### src/rtl/pipeline_pkg.sv
// rtl/pipeline_pkg.sv - shared types and widths for the pipeline MEM stage
package pipeline_pkg;

    localparam int WORD_W     = 32;
    localparam int REG_ADDR_W = 5;

    typedef enum logic {
        IDLE = 1'b0,
        WAIT = 1'b1
    } mem_state_t;

    typedef struct packed {
        logic                  memtoreg;
        logic                  regwrite;
        logic [WORD_W-1:0]     rdata;
        logic [WORD_W-1:0]     alures;
        logic [REG_ADDR_W-1:0] wreg;
    } memwb_t;

endpackage

### src/rtl/memwb_reg.sv
// rtl/memwb_reg.sv - MEM/WB pipeline register with enable and bubble insert
module memwb_reg
    import pipeline_pkg::*;
(
    input  logic   clk_i,
    input  logic   rst_i,
    input  logic   en_i,
    input  memwb_t d_i,
    output memwb_t q_o
);

    memwb_t q_q;

    // Capture when the stage advances; otherwise kill the controls so WB sees a bubble.
    always_ff @(posedge clk_i or posedge rst_i) begin
        if (rst_i) begin
            q_q <= '0;
        end else if (en_i) begin
            q_q <= d_i;
        end else begin
            q_q.regwrite <= 1'b0;
            q_q.memtoreg <= 1'b0;
        end
    end

    assign q_o = q_q;

endmodule

### src/rtl/mem_stage.sv
// rtl/mem_stage.sv - MEM stage: data-memory access FSM, branch resolve, MEM/WB register
module mem_stage
    import pipeline_pkg::*;
#(
    parameter int TIMEOUT = 16
) (
    input  logic                  clk,
    input  logic                  reset,
    input  logic                  MEMMemRead,
    input  logic                  MEMMemWrite,
    input  logic                  MEMBranch,
    input  logic                  MEMMemtoReg,
    input  logic                  MEMRegWrite,
    input  logic                  MEMzero,
    input  logic [WORD_W-1:0]     MEMEA,
    input  logic [WORD_W-1:0]     MEMALURes,
    input  logic [WORD_W-1:0]     MEMreadData2,
    input  logic [REG_ADDR_W-1:0] MEMwriteReg,
    output logic                  dmemReq,
    output logic                  dmemWe,
    output logic [WORD_W-1:0]     dmemAddr,
    output logic [WORD_W-1:0]     dmemWData,
    input  logic [WORD_W-1:0]     dmemRData,
    input  logic                  dmemAck,
    output logic                  stall,
    output logic                  PCSrc,
    output logic [WORD_W-1:0]     branchTarget,
    output logic                  WBMemtoReg,
    output logic                  WBRegWrite,
    output logic [WORD_W-1:0]     WBreadData,
    output logic [WORD_W-1:0]     WBALURes,
    output logic [REG_ADDR_W-1:0] WBwriteReg,
    output logic                  misalignErr,
    output logic                  busErr
);

    localparam int CNT_W = $clog2(TIMEOUT) + 1;

    mem_state_t state_q, state_d;
    logic [CNT_W-1:0] cnt_q, cnt_d;
    logic misalign_err_q, bus_err_q;

    logic mem_op, aligned, is_load, misalign;
    logic req_c, stall_c, timeout_c;
    memwb_t wb_d, wb_q;

    assign mem_op   = MEMMemRead | MEMMemWrite;
    assign aligned  = (MEMALURes[1:0] == 2'b00);
    // A simultaneous read+write behaves as a store, so it never returns load data.
    assign is_load  = MEMMemRead & ~MEMMemWrite;
    assign misalign = (state_q == IDLE) & mem_op & ~aligned;

    // Next-state, request and stall decode for the access handshake.
    always_comb begin
        state_d   = state_q;
        cnt_d     = cnt_q;
        req_c     = 1'b0;
        stall_c   = 1'b0;
        timeout_c = 1'b0;
        case (state_q)
            IDLE: begin
                if (mem_op && aligned) begin
                    req_c = 1'b1;
                    if (!dmemAck) begin
                        stall_c = 1'b1;
                        state_d = WAIT;
                        cnt_d   = CNT_W'(1);
                    end
                end
            end
            WAIT: begin
                req_c = 1'b1;
                if (dmemAck) begin
                    state_d = IDLE;
                    cnt_d   = '0;
                end else if (cnt_q == CNT_W'(TIMEOUT)) begin
                    timeout_c = 1'b1;
                    state_d   = IDLE;
                    cnt_d     = '0;
                end else begin
                    stall_c = 1'b1;
                    cnt_d   = cnt_q + CNT_W'(1);
                end
            end
            default: begin
                state_d = IDLE;
                cnt_d   = '0;
            end
        endcase
    end

    // FSM state, wait counter and sticky error flags.
    always_ff @(posedge clk or posedge reset) begin
        if (reset) begin
            state_q        <= IDLE;
            cnt_q          <= '0;
            misalign_err_q <= 1'b0;
            bus_err_q      <= 1'b0;
        end else begin
            state_q <= state_d;
            cnt_q   <= cnt_d;
            if (misalign) begin
                misalign_err_q <= 1'b1;
            end
            if (timeout_c) begin
                bus_err_q <= 1'b1;
            end
        end
    end

    // Payload offered to the MEM/WB register on every advancing edge.
    always_comb begin
        wb_d          = '0;
        wb_d.memtoreg = MEMMemtoReg;
        wb_d.regwrite = MEMRegWrite & ~misalign & ~timeout_c;
        wb_d.rdata    = (req_c && dmemAck && is_load) ? dmemRData : '0;
        wb_d.alures   = MEMALURes;
        wb_d.wreg     = MEMwriteReg;
    end

    memwb_reg u_memwb (
        .clk_i (clk),
        .rst_i (reset),
        .en_i  (~stall_c),
        .d_i   (wb_d),
        .q_o   (wb_q)
    );

    // Request and stall are gated by reset so a pending access is dropped at once.
    assign dmemReq      = req_c & ~reset;
    assign stall        = stall_c & ~reset;
    assign dmemWe       = MEMMemWrite;
    assign dmemAddr     = MEMALURes;
    assign dmemWData    = MEMreadData2;

    assign PCSrc        = MEMBranch & MEMzero;
    assign branchTarget = MEMEA;

    assign WBMemtoReg   = wb_q.memtoreg;
    assign WBRegWrite   = wb_q.regwrite;
    assign WBreadData   = wb_q.rdata;
    assign WBALURes     = wb_q.alures;
    assign WBwriteReg   = wb_q.wreg;
    assign misalignErr  = misalign_err_q;
    assign busErr       = bus_err_q;

endmodule
### config.mk
export PLATFORM = sky130hd
export DESIGN_NAME = mem_stage
export DESIGN_NICKNAME = d
export VERILOG_FILES = /design/src/rtl/pipeline_pkg.sv /design/src/rtl/memwb_reg.sv /design/src/rtl/mem_stage.sv
export SDC_FILE = /design/constraint.sdc
export NUM_CORES = 1
export LEC_CHECK = 0
export CAP_MARGIN = 15
export CORE_AREA = 4 4 120 122
export CTS_CLUSTER_DIAMETER = 120
export DETAILED_ROUTE_END_ITERATION = 10
export DIE_AREA = 0 0 124 126
export HOLD_SLACK_MARGIN = 0.03
export PLACE_DENSITY = 0.8
export RECOVER_POWER = 50
export REMOVE_ABC_BUFFERS = 1
export SLEW_MARGIN = 20
export SYNTH_ARGS = -nofsm -noshare
export SYNTH_HDL_FRONTEND = slang
export SYNTH_HIERARCHICAL = 1
export SYNTH_SLANG_ARGS = --single-unit
export TNS_END_PERCENT = 10
### constraint.sdc
create_clock -name clk -period 6.35 [get_ports clk]
set_input_delay 1.905 -clock clk [delete_from_list [all_inputs] [get_ports clk]]
set_output_delay 1.905 -clock clk [all_outputs]
set_load 0.01 [all_outputs]
# --- Yosys cells after proc, flatten, opt, wreduce, memory -nomap -nowiden ---
# Cells that the tools add are included.
classes:
  n_eq_ne: 3
  n_bitwise: 15
  n_reduce_logical: 5
  n_mux: 17
  add_sub_neg: 1
op_table:
  columns: ["operator", "n"]
  rows:
  - ["two-way mux 32 bit", 1]
  - ["two-way mux 5 bit", 4]
  - ["case mux 5 bit (2 select lines)", 1]
  - ["AND 1 bit", 8]
  - ["two-way mux 1 bit", 8]
  - ["inverter 1 bit", 6]
  - ["adder 5 x 1 -> 5 bit, second input constant", 1]
  - ["== test 5 bit, second input constant", 1]
  - ["case mux 1 bit (2 select lines)", 2]
  - ["logical AND 1 bit", 3]
  - ["zero test 2 bit", 1]
  - ["two-way mux 2 bit", 1]
  - ["inequality test 2 x 1 -> 1 bit, second input constant", 1]
  - ["inequality test 2 bit, second input constant", 1]
  - ["AND reduction 2 bit", 1]
  - ["bitwise OR 1 bit", 1]
word_totals:
  register_bits: 79
  input_bits: 142
  output_inout_bits: 173

# --- Logic depth before layout (Yosys ltp) ---
# Gate-level depths: netlist (run 1).
depth:
  ltp_word: 7
  ltp_mapped: 8
  ltp_nobuf: 6

# --- Hierarchy ---
# Netlist (run 1), hierarchy kept.
by_module_without_submodules:
  columns: ["module", "cells_per_inst", "n_inst", "area_each_um2", "seq_area_each_um2"]
  rows:
  - ["memwb_reg", 151, 1, 2971.6, 1776.7]
  - ["mem_stage", 187, 1, 1471.4, 200.2]

# --- Least setup slack after synthesis (run 1) ---
# OpenSTA, ideal clock, no wires.
synth_path:
  kind: "in2out"
  startpoint: "input MEMALURes[1]"
  endpoint: "output stall"
  required_time_ps: 4445
  t_arrival_ps: 2558
  setup_slack_ps: 1887
  cell_stages: 3
  n_path_buf: 0
  cell_sequence: "nor2_1 -> nand4_1 -> a21oi_1"
synth_between:
  elab_chain_cells: 5
synth_rtl:
  columns: ["element", "line_no", "text"]
  rows:
  - ["start: declaration", "mem_stage.sv:16", "input logic [WORD_W-1:0] MEMALURes,"]
  - ["zero test 2 bit", "mem_stage.sv:48", "assign aligned = (MEMALURes[1:0] == 2'b00);"]
  - ["logical AND 1 bit", "mem_stage.sv:62", "if (mem_op && aligned) begin"]
  - ["two-way mux 1 bit", "mem_stage.sv:62", null]
  - ["case mux 1 bit (2 select lines)", "mem_stage.sv:60", "case (state_q)"]
  - ["AND 1 bit", "mem_stage.sv:131", "assign stall = stall_c & ~reset;"]
  - ["end: declaration", "mem_stage.sv:25", "output logic stall,"]
# Every way passes these cells.

# --- Final worst setup path (run 1) ---
layout_path:
  startpoint: "input MEMMemWrite"
  endpoint: "output stall"
layout_between:
  elab_chain_cells: 5
layout_rtl:
  columns: ["element", "line_no", "text"]
  rows:
  - ["start: declaration", "mem_stage.sv:10", "input logic MEMMemWrite,"]
  - ["bitwise OR 1 bit", "mem_stage.sv:47", "assign mem_op = MEMMemRead | MEMMemWrite;"]
  - ["logical AND 1 bit", "mem_stage.sv:62", null]
  - ["two-way mux 1 bit", "mem_stage.sv:62", null]
  - ["case mux 1 bit (2 select lines)", "mem_stage.sv:60", null]
  - ["AND 1 bit", "mem_stage.sv:131", null]
# Every way passes these cells.

==> results of run 1 <==
==> synth_stat cells <==
master,n,area [um2]
nand2_1,4,15.01
and3b_1,1,8.760
o311ai_0,1,8.760
nor2b_1,1,6.260
a211oi_1,1,7.510
mux2_4,68,1021
mux2_2,1,11.26
nor2_1,3,11.26
a211oi_4,1,20.02
nand4bb_1,1,11.26
nor4bb_1,1,10.01
xor2_1,1,8.760
buf_12,6,120.1
or2_2,1,6.260
nand4_1,2,12.51
or2_1,1,6.260
a21oi_1,2,10.01
a31oi_1,2,12.51
and2_1,36,225.2
a21o_1,1,7.510
buf_8,1,15.01
or3_1,1,6.260
inv_1,6,22.52
a32o_1,1,10.01
buf_6,4,45.04
o22ai_1,1,6.260
nor3_1,1,5.000
nand3_1,4,20.02
dfrtp_1,79,1977
ha_1,2,25.02
or2_4,1,8.760
o2bb2ai_1,1,8.760
nand2b_1,4,25.02
buf_4,97,728.2
==> power by group <==
group | internal, mW | switching [mW] | total, mW
clock | 0.268 | 0.214 | 0.482
combinational | 0.155 | 0.0961 | 0.251
sequential | 0.535 | 0.0201 | 0.555
==> area by class of cell <==
| type | instances | area share |
|---|---|---|
| Tap cell | 176 | 0.03717 |
| Timing Repair Buffer | 190 | 0.3202 |
| Inverter | 6 | 0.004013 |
| Sequential cell | 79 | 0.3337 |
| Clock inverter | 7 | 0.009504 |
| Multi-Input combinational cell | 145 | 0.2574 |
| Clock buffer | 9 | 0.03801 |
==> final timing paths <==
kind / slack, ns / to / from / cells past startpoint
setup / recovery: 0.70 / stall / MEMMemWrite / 5
setup reg to reg: 2.50 / u_memwb/q_o[65] / cnt_q[0] / 7
max in group asynchronous: 2.54 / u_memwb/q_o[45] / reset / 3
hold reg to reg: 0.47 / misalignErr / misalignErr / 1
min in group asynchronous: 2.05 / state_q / reset / 2
hold / removal: 0.47 / misalignErr / misalignErr / 1
==> state kept, by name, summed over array words and instances (netlist names) <==
register	cells
busErr	1
cnt_q	5
misalignErr	1
state_q	1
u_memwb/q_o	71
==> cells by family after synthesis <==
| group | count (synthesis) | synth area share |
|---|---|---|
| flip-flops | 79 | 0.4449 |
| multiplexers | 69 | 0.2323 |
| XOR/XNOR | 1 | 0.001972 |
| AND/OR/NAND/NOR | 62 | 0.08505 |
| AO/OA/AOI/OAI | 11 | 0.02056 |
| adder cells (fa/ha/maj) | 2 | 0.005631 |
| buffers and inverters | 114 | 0.2095 |
==> metal layers <==
metal,share of wire,track usage
met1,0.31,0.1770
met2,0.44,0.2946
met3,0.23,0.2040
met4,0.016,0.06250
met5,0.010,0.07566
==> through the flow <==
stage | worst slack (ns) | area (um2) | hold WS (ns)
global placement | 0.8907 | 5643 | 0.4606
finish | 0.6989 | 5924 | 0.4740
floorplan | 0.8730 | 3535 | 0.5041
detailed placement | 0.8282 | 5643 | 0.4578
global route | 0.5524 | 5924 | 0.5024
CTS | 0.8069 | 5924 | 0.4818
==> metrics.yaml, run 1 <==
final_nets: 575
via_count: 2858
drt_iter0_markers: 84
worstSetupEndpointType: "output pin"
synth_cells: 338
worstMarginPinSlew_ns: 2.347
die_x_um: 124
clockBufferDepth: 2
numCtsBuffers: 9
dieArea_um2: 15620
rsz0062_at_grt: "no"
synth-seq-cells: 79
routedWlPerCell_um: 26.07
hold_class: "flip-flop to flip-flop"
row_count: 42
antenna_found_initial: 1
routed_wl_mm: 15.95
drv_slew: 99
netlist-cell-type-count: 34
drcViolationCount: 0
path_cells: "dlygate4sd3_1 -> or2_0 -> nand4_1 -> a21oi_1 -> clkdlybuf4s50_1"
worst-path-buf-inv: 2
status: "finished with violations"
clk_latency_ns: 0.34
cpMaxStageDelayCell: "dlygate4sd3_1"
maxSlewHeadroom: -0.5657
total_power_mw: 1.288
finalCritPeriodShare: 0.8899
syn2layout_area_growth_pct: 33.34
die_h_um: 126
cap_violations: 2
finClkSkew_ns: 0.01017
cp_max_fo: 5
ir_drop_uv: 101.8
regArea_um2: 1977
failed_checks: "max-capacitance violations, max-slew violations"
io_pins: 315
fillCellCount: 1176
crit_family: "buffers and inverters"
clock_sinks: 79
layout_commonest_cell: "clkdlybuf4s50_1"
critPathArrivalTime_ns: 3.75
min_period_ns: 5.651
clk_pin_slew_ns: 0.06
firstDrtPassIters: 5
fmax_mhz: 177.0
yosys_warnings: 6
drive_above_1_share: 0.2064
worstPathRequired_ns: 4.45
cts_tree: "done"
syn_area_um2: 4443
tns_ns: 0
cts_setup_buffers: 0
globalplace.congestion: 0.8239
drt.antenna.violating_nets: 0
htreeDepth: 3
n_antenna_cell: 0
hpwl_mm: 12.76
crit_type: "primary input to output pin"
yosysSeqAreaShare: 0.4449
multi_input_area_um2: 1525
hold_violations: 0
hold_buffers: 0
fin_util: 0.4492
dp.cells: 595
setup_violations: 0
syn_area_per_cell_um2: 13.15
power_per_cell_area_nw_per_um2: 217.5
startpoint_type: "primary input"
grtUsageTotal: 0.1976
clock-root-buffer: "clkbuf_16"
grt_overflow: 0
max_stage_delay_ns: 0.63
cts-resized-gates: 0
instances_no_fill: 612
layout_common_cells: "clkdlybuf4s50_1 (109), dfrtp_1 (79), dlygate4sd3_1 (77), mux2_4 (66), and2_1 (35)"
core_um2: 13190
grt_pass1_vias: 2990
p_leak_nw: 2.816
vias_per_cell: 4.670
port_buffers: 186
grt_pass1_wl_mm: 21.40
grt_max_degree: 72
start_util: 0.3368
No activity file was read; power rests on OpenSTA's default activity.
==> inputs of run 2 (changes only) <==
- ABC_CLOCK_PERIOD_IN_PS: not set -> 6350
- MAX_ROUTING_LAYER: not set -> met4
==> run 2 against run 1 <==
Against the previous run: the flow still finishes with violations (max-capacitance violations, max-slew violations); count of clock-buffer cells in the layout stayed put; largest power group unchanged; highest routed layer is now met4; combinational power hardly changed; clock skew down 0.00063 ns; clock power hardly changed.
==> metrics.yaml, run 2 (same netlist as run 1, synthesis figures left out) <==
vias_per_cell: 4.697  # was 4.670
row_count: 42  # unchanged
start_util: 0.3368  # unchanged
failed_checks: "max-capacitance violations, max-slew violations"  # unchanged
ir_drop_uv: 100.5  # was 101.8 uV
final.setup.worst_slack_ns: 0.6744  # was 0.6989 ns
wl_met2_mm: 6.828  # was 6.988 mm
hold_violations: 0  # unchanged
cts_setup_buffers: 0  # unchanged
hold_buffers: 0  # unchanged
preCtsSetupSlack_ns: 0.8282  # unchanged
drv_slew: 99  # unchanged
largest_register_ffs: 71  # unchanged
grt_max_degree: 72  # unchanged
drt_iter0_markers: 75  # was 84
clk_latency_ns: 0.33  # was 0.34 ns
crit_type: "primary input to output pin"  # unchanged
grt_pass1_wl_mm: 21.33  # was 21.40 mm
wl_met1_mm: 5.198  # was 4.877 mm
status: "finished with violations"  # unchanged
grtUsageTotal: 0.2026  # was 0.1976
drt.antenna.violating_nets: 0  # unchanged
hold_class: "flip-flop to flip-flop"  # unchanged
p_leak_nw: 2.810  # was 2.816 nW
die_x_um: 124  # unchanged
clock-root-buffer: "clkbuf_16"  # unchanged
worstSetupEndpointType: "output pin"  # unchanged
dr.max_layer_used: "met4"  # was met5
cts-resized-gates: 0  # unchanged
die_h_um: 126  # unchanged
layout_commonest_cell: "clkdlybuf4s50_1"  # unchanged
hold_path.startpoint: "misalignErr"  # unchanged
clockBufferDepth: 2  # unchanged
startpoint_type: "primary input"  # unchanged
globalplace.congestion: 0.8364  # was 0.8239
r2r-start: "cnt_q[0]"  # unchanged
rr_worst_depth: 7  # unchanged
cts_tree: "done"  # unchanged
min_period_ns: 5.676  # was 5.651 ns
htreeDepth: 3  # unchanged
hold_depth: 1  # unchanged
syn2layout_area_growth_pct: 33.40  # was 33.34%
setup_violations: 0  # unchanged
dieArea_um2: 15620  # unchanged
hpwl_mm: 12.76  # unchanged
clk_pin_slew_ns: 0.06  # about the same
clock_sinks: 79  # unchanged
finClkSkew_ns: 0.009535  # was 0.01017 ns
finalCritPeriodShare: 0.8938  # was 0.8899
worstMarginPinSlew_ns: 2.460  # was 2.347 ns
grt_pass1_vias: 2993  # was 2,990
core_um2: 13190  # unchanged
routed_wl_mm: 15.89  # was 15.95 mm
routedWlPerCell_um: 25.93  # was 26.07 um
power_per_cell_area_nw_per_um2: 217.0  # was 217.5 nW/um2
critPathArrivalTime_ns: 3.77  # was 3.75 ns
cp_max_fo: 5  # unchanged
maxSlewHeadroom: -0.6407  # was -0.5657
firstDrtPassIters: 4  # was 5
grt_overflow: 0  # unchanged
wl_met3_mm: 3.530  # was 3.671 mm
reg2reg_slack_ns: 2.40  # was 2.50 ns
drcViolationCount: 0  # unchanged
fmax_mhz: 176.2  # was 177.0 MHz
tns_ns: 0  # unchanged
numCtsBuffers: 9  # unchanged
regToRegEndpoint: "u_memwb/q_o[65]"  # unchanged
worstPathRequired_ns: 4.45  # about the same
port_buffers: 186  # unchanged
io_pins: 315  # unchanged
cap_violations: 2  # unchanged
antenna_found_initial: 1  # unchanged
whs_endpoint: "misalignErr"  # unchanged
layout_common_cells: "clkdlybuf4s50_1 (109), dfrtp_1 (79), dlygate4sd3_1 (77), mux2_4 (66), and2_1 (35)"  # unchanged
rsz0062_at_grt: "no"  # unchanged
final_nets: 575  # unchanged
drive_above_1_share: 0.2064  # unchanged
via_count: 2879  # was 2,858
[run 2: cell types whose count changed in the layout (fill, tap and decap cells not counted), sizes merged]
cell / change
diode: +1
[run 2: worst max-delay path by stage]
stage / start / endpoint / slack, ns
final: MEMMemWrite / stall / 0.67
after global routing: MEMMemWrite / u_memwb/q_o[9] / 0.56
after CTS: MEMALURes[1] / stall / 0.81
after detailed placement: MEMALURes[1] / stall / 0.83
after global placement: MEMALURes[1] / stall / 0.89
after floorplan: MEMMemWrite / u_memwb/q_o[30] / 0.87
[run 2: power breakdown]
group          total, mW  switching (mW)  internal (mW)
Clock              0.480           0.212          0.268
Combinational      0.251          0.0970          0.154
Sequential         0.555          0.0200          0.535
[run 2: worst max-delay path: stages]
cell	delay, ns
dlygate4sd3_1	0.64
or2_0	0.30
nand4_1	0.19
a21oi_1	0.18
clkdlybuf4s50_1	0.55
[run 2: layer usage]
| metal | global-route usage | vias to the layer above |
|---|---|---|
| li1 | - | 1218 |
| met1 | 0.1884 | 1331 |
| met2 | 0.2889 | 303 |
| met3 | 0.1946 | 27 |
| met4 | 0.07152 | 0 |
| met5 | - | - |
[run 2: stage by stage]
stage,area [um2],hold WS [ns],cells,util,power (mW)
after global routing,5927,0.5024,613,0.4493,1.349
after global placement,5643,0.4606,595,0.4278,0.8220
after detailed placement,5643,0.4578,595,0.4278,0.8275
after CTS,5924,0.4818,611,0.4492,1.321
after floorplan,3535,0.5041,230,-,0.6758
final,5927,0.4750,613,0.4493,1.286
[run 2: final cells by class]
type	instances	area, um2
antenna	1	2.502
clock inverter	7	56.30
sequential	79	1977
timing repair buffer	190	1897
fill	1171	7263
tap	176	220.2
clock buffer	9	225.2
multi-input combinational	145	1525
inverter	6	23.77
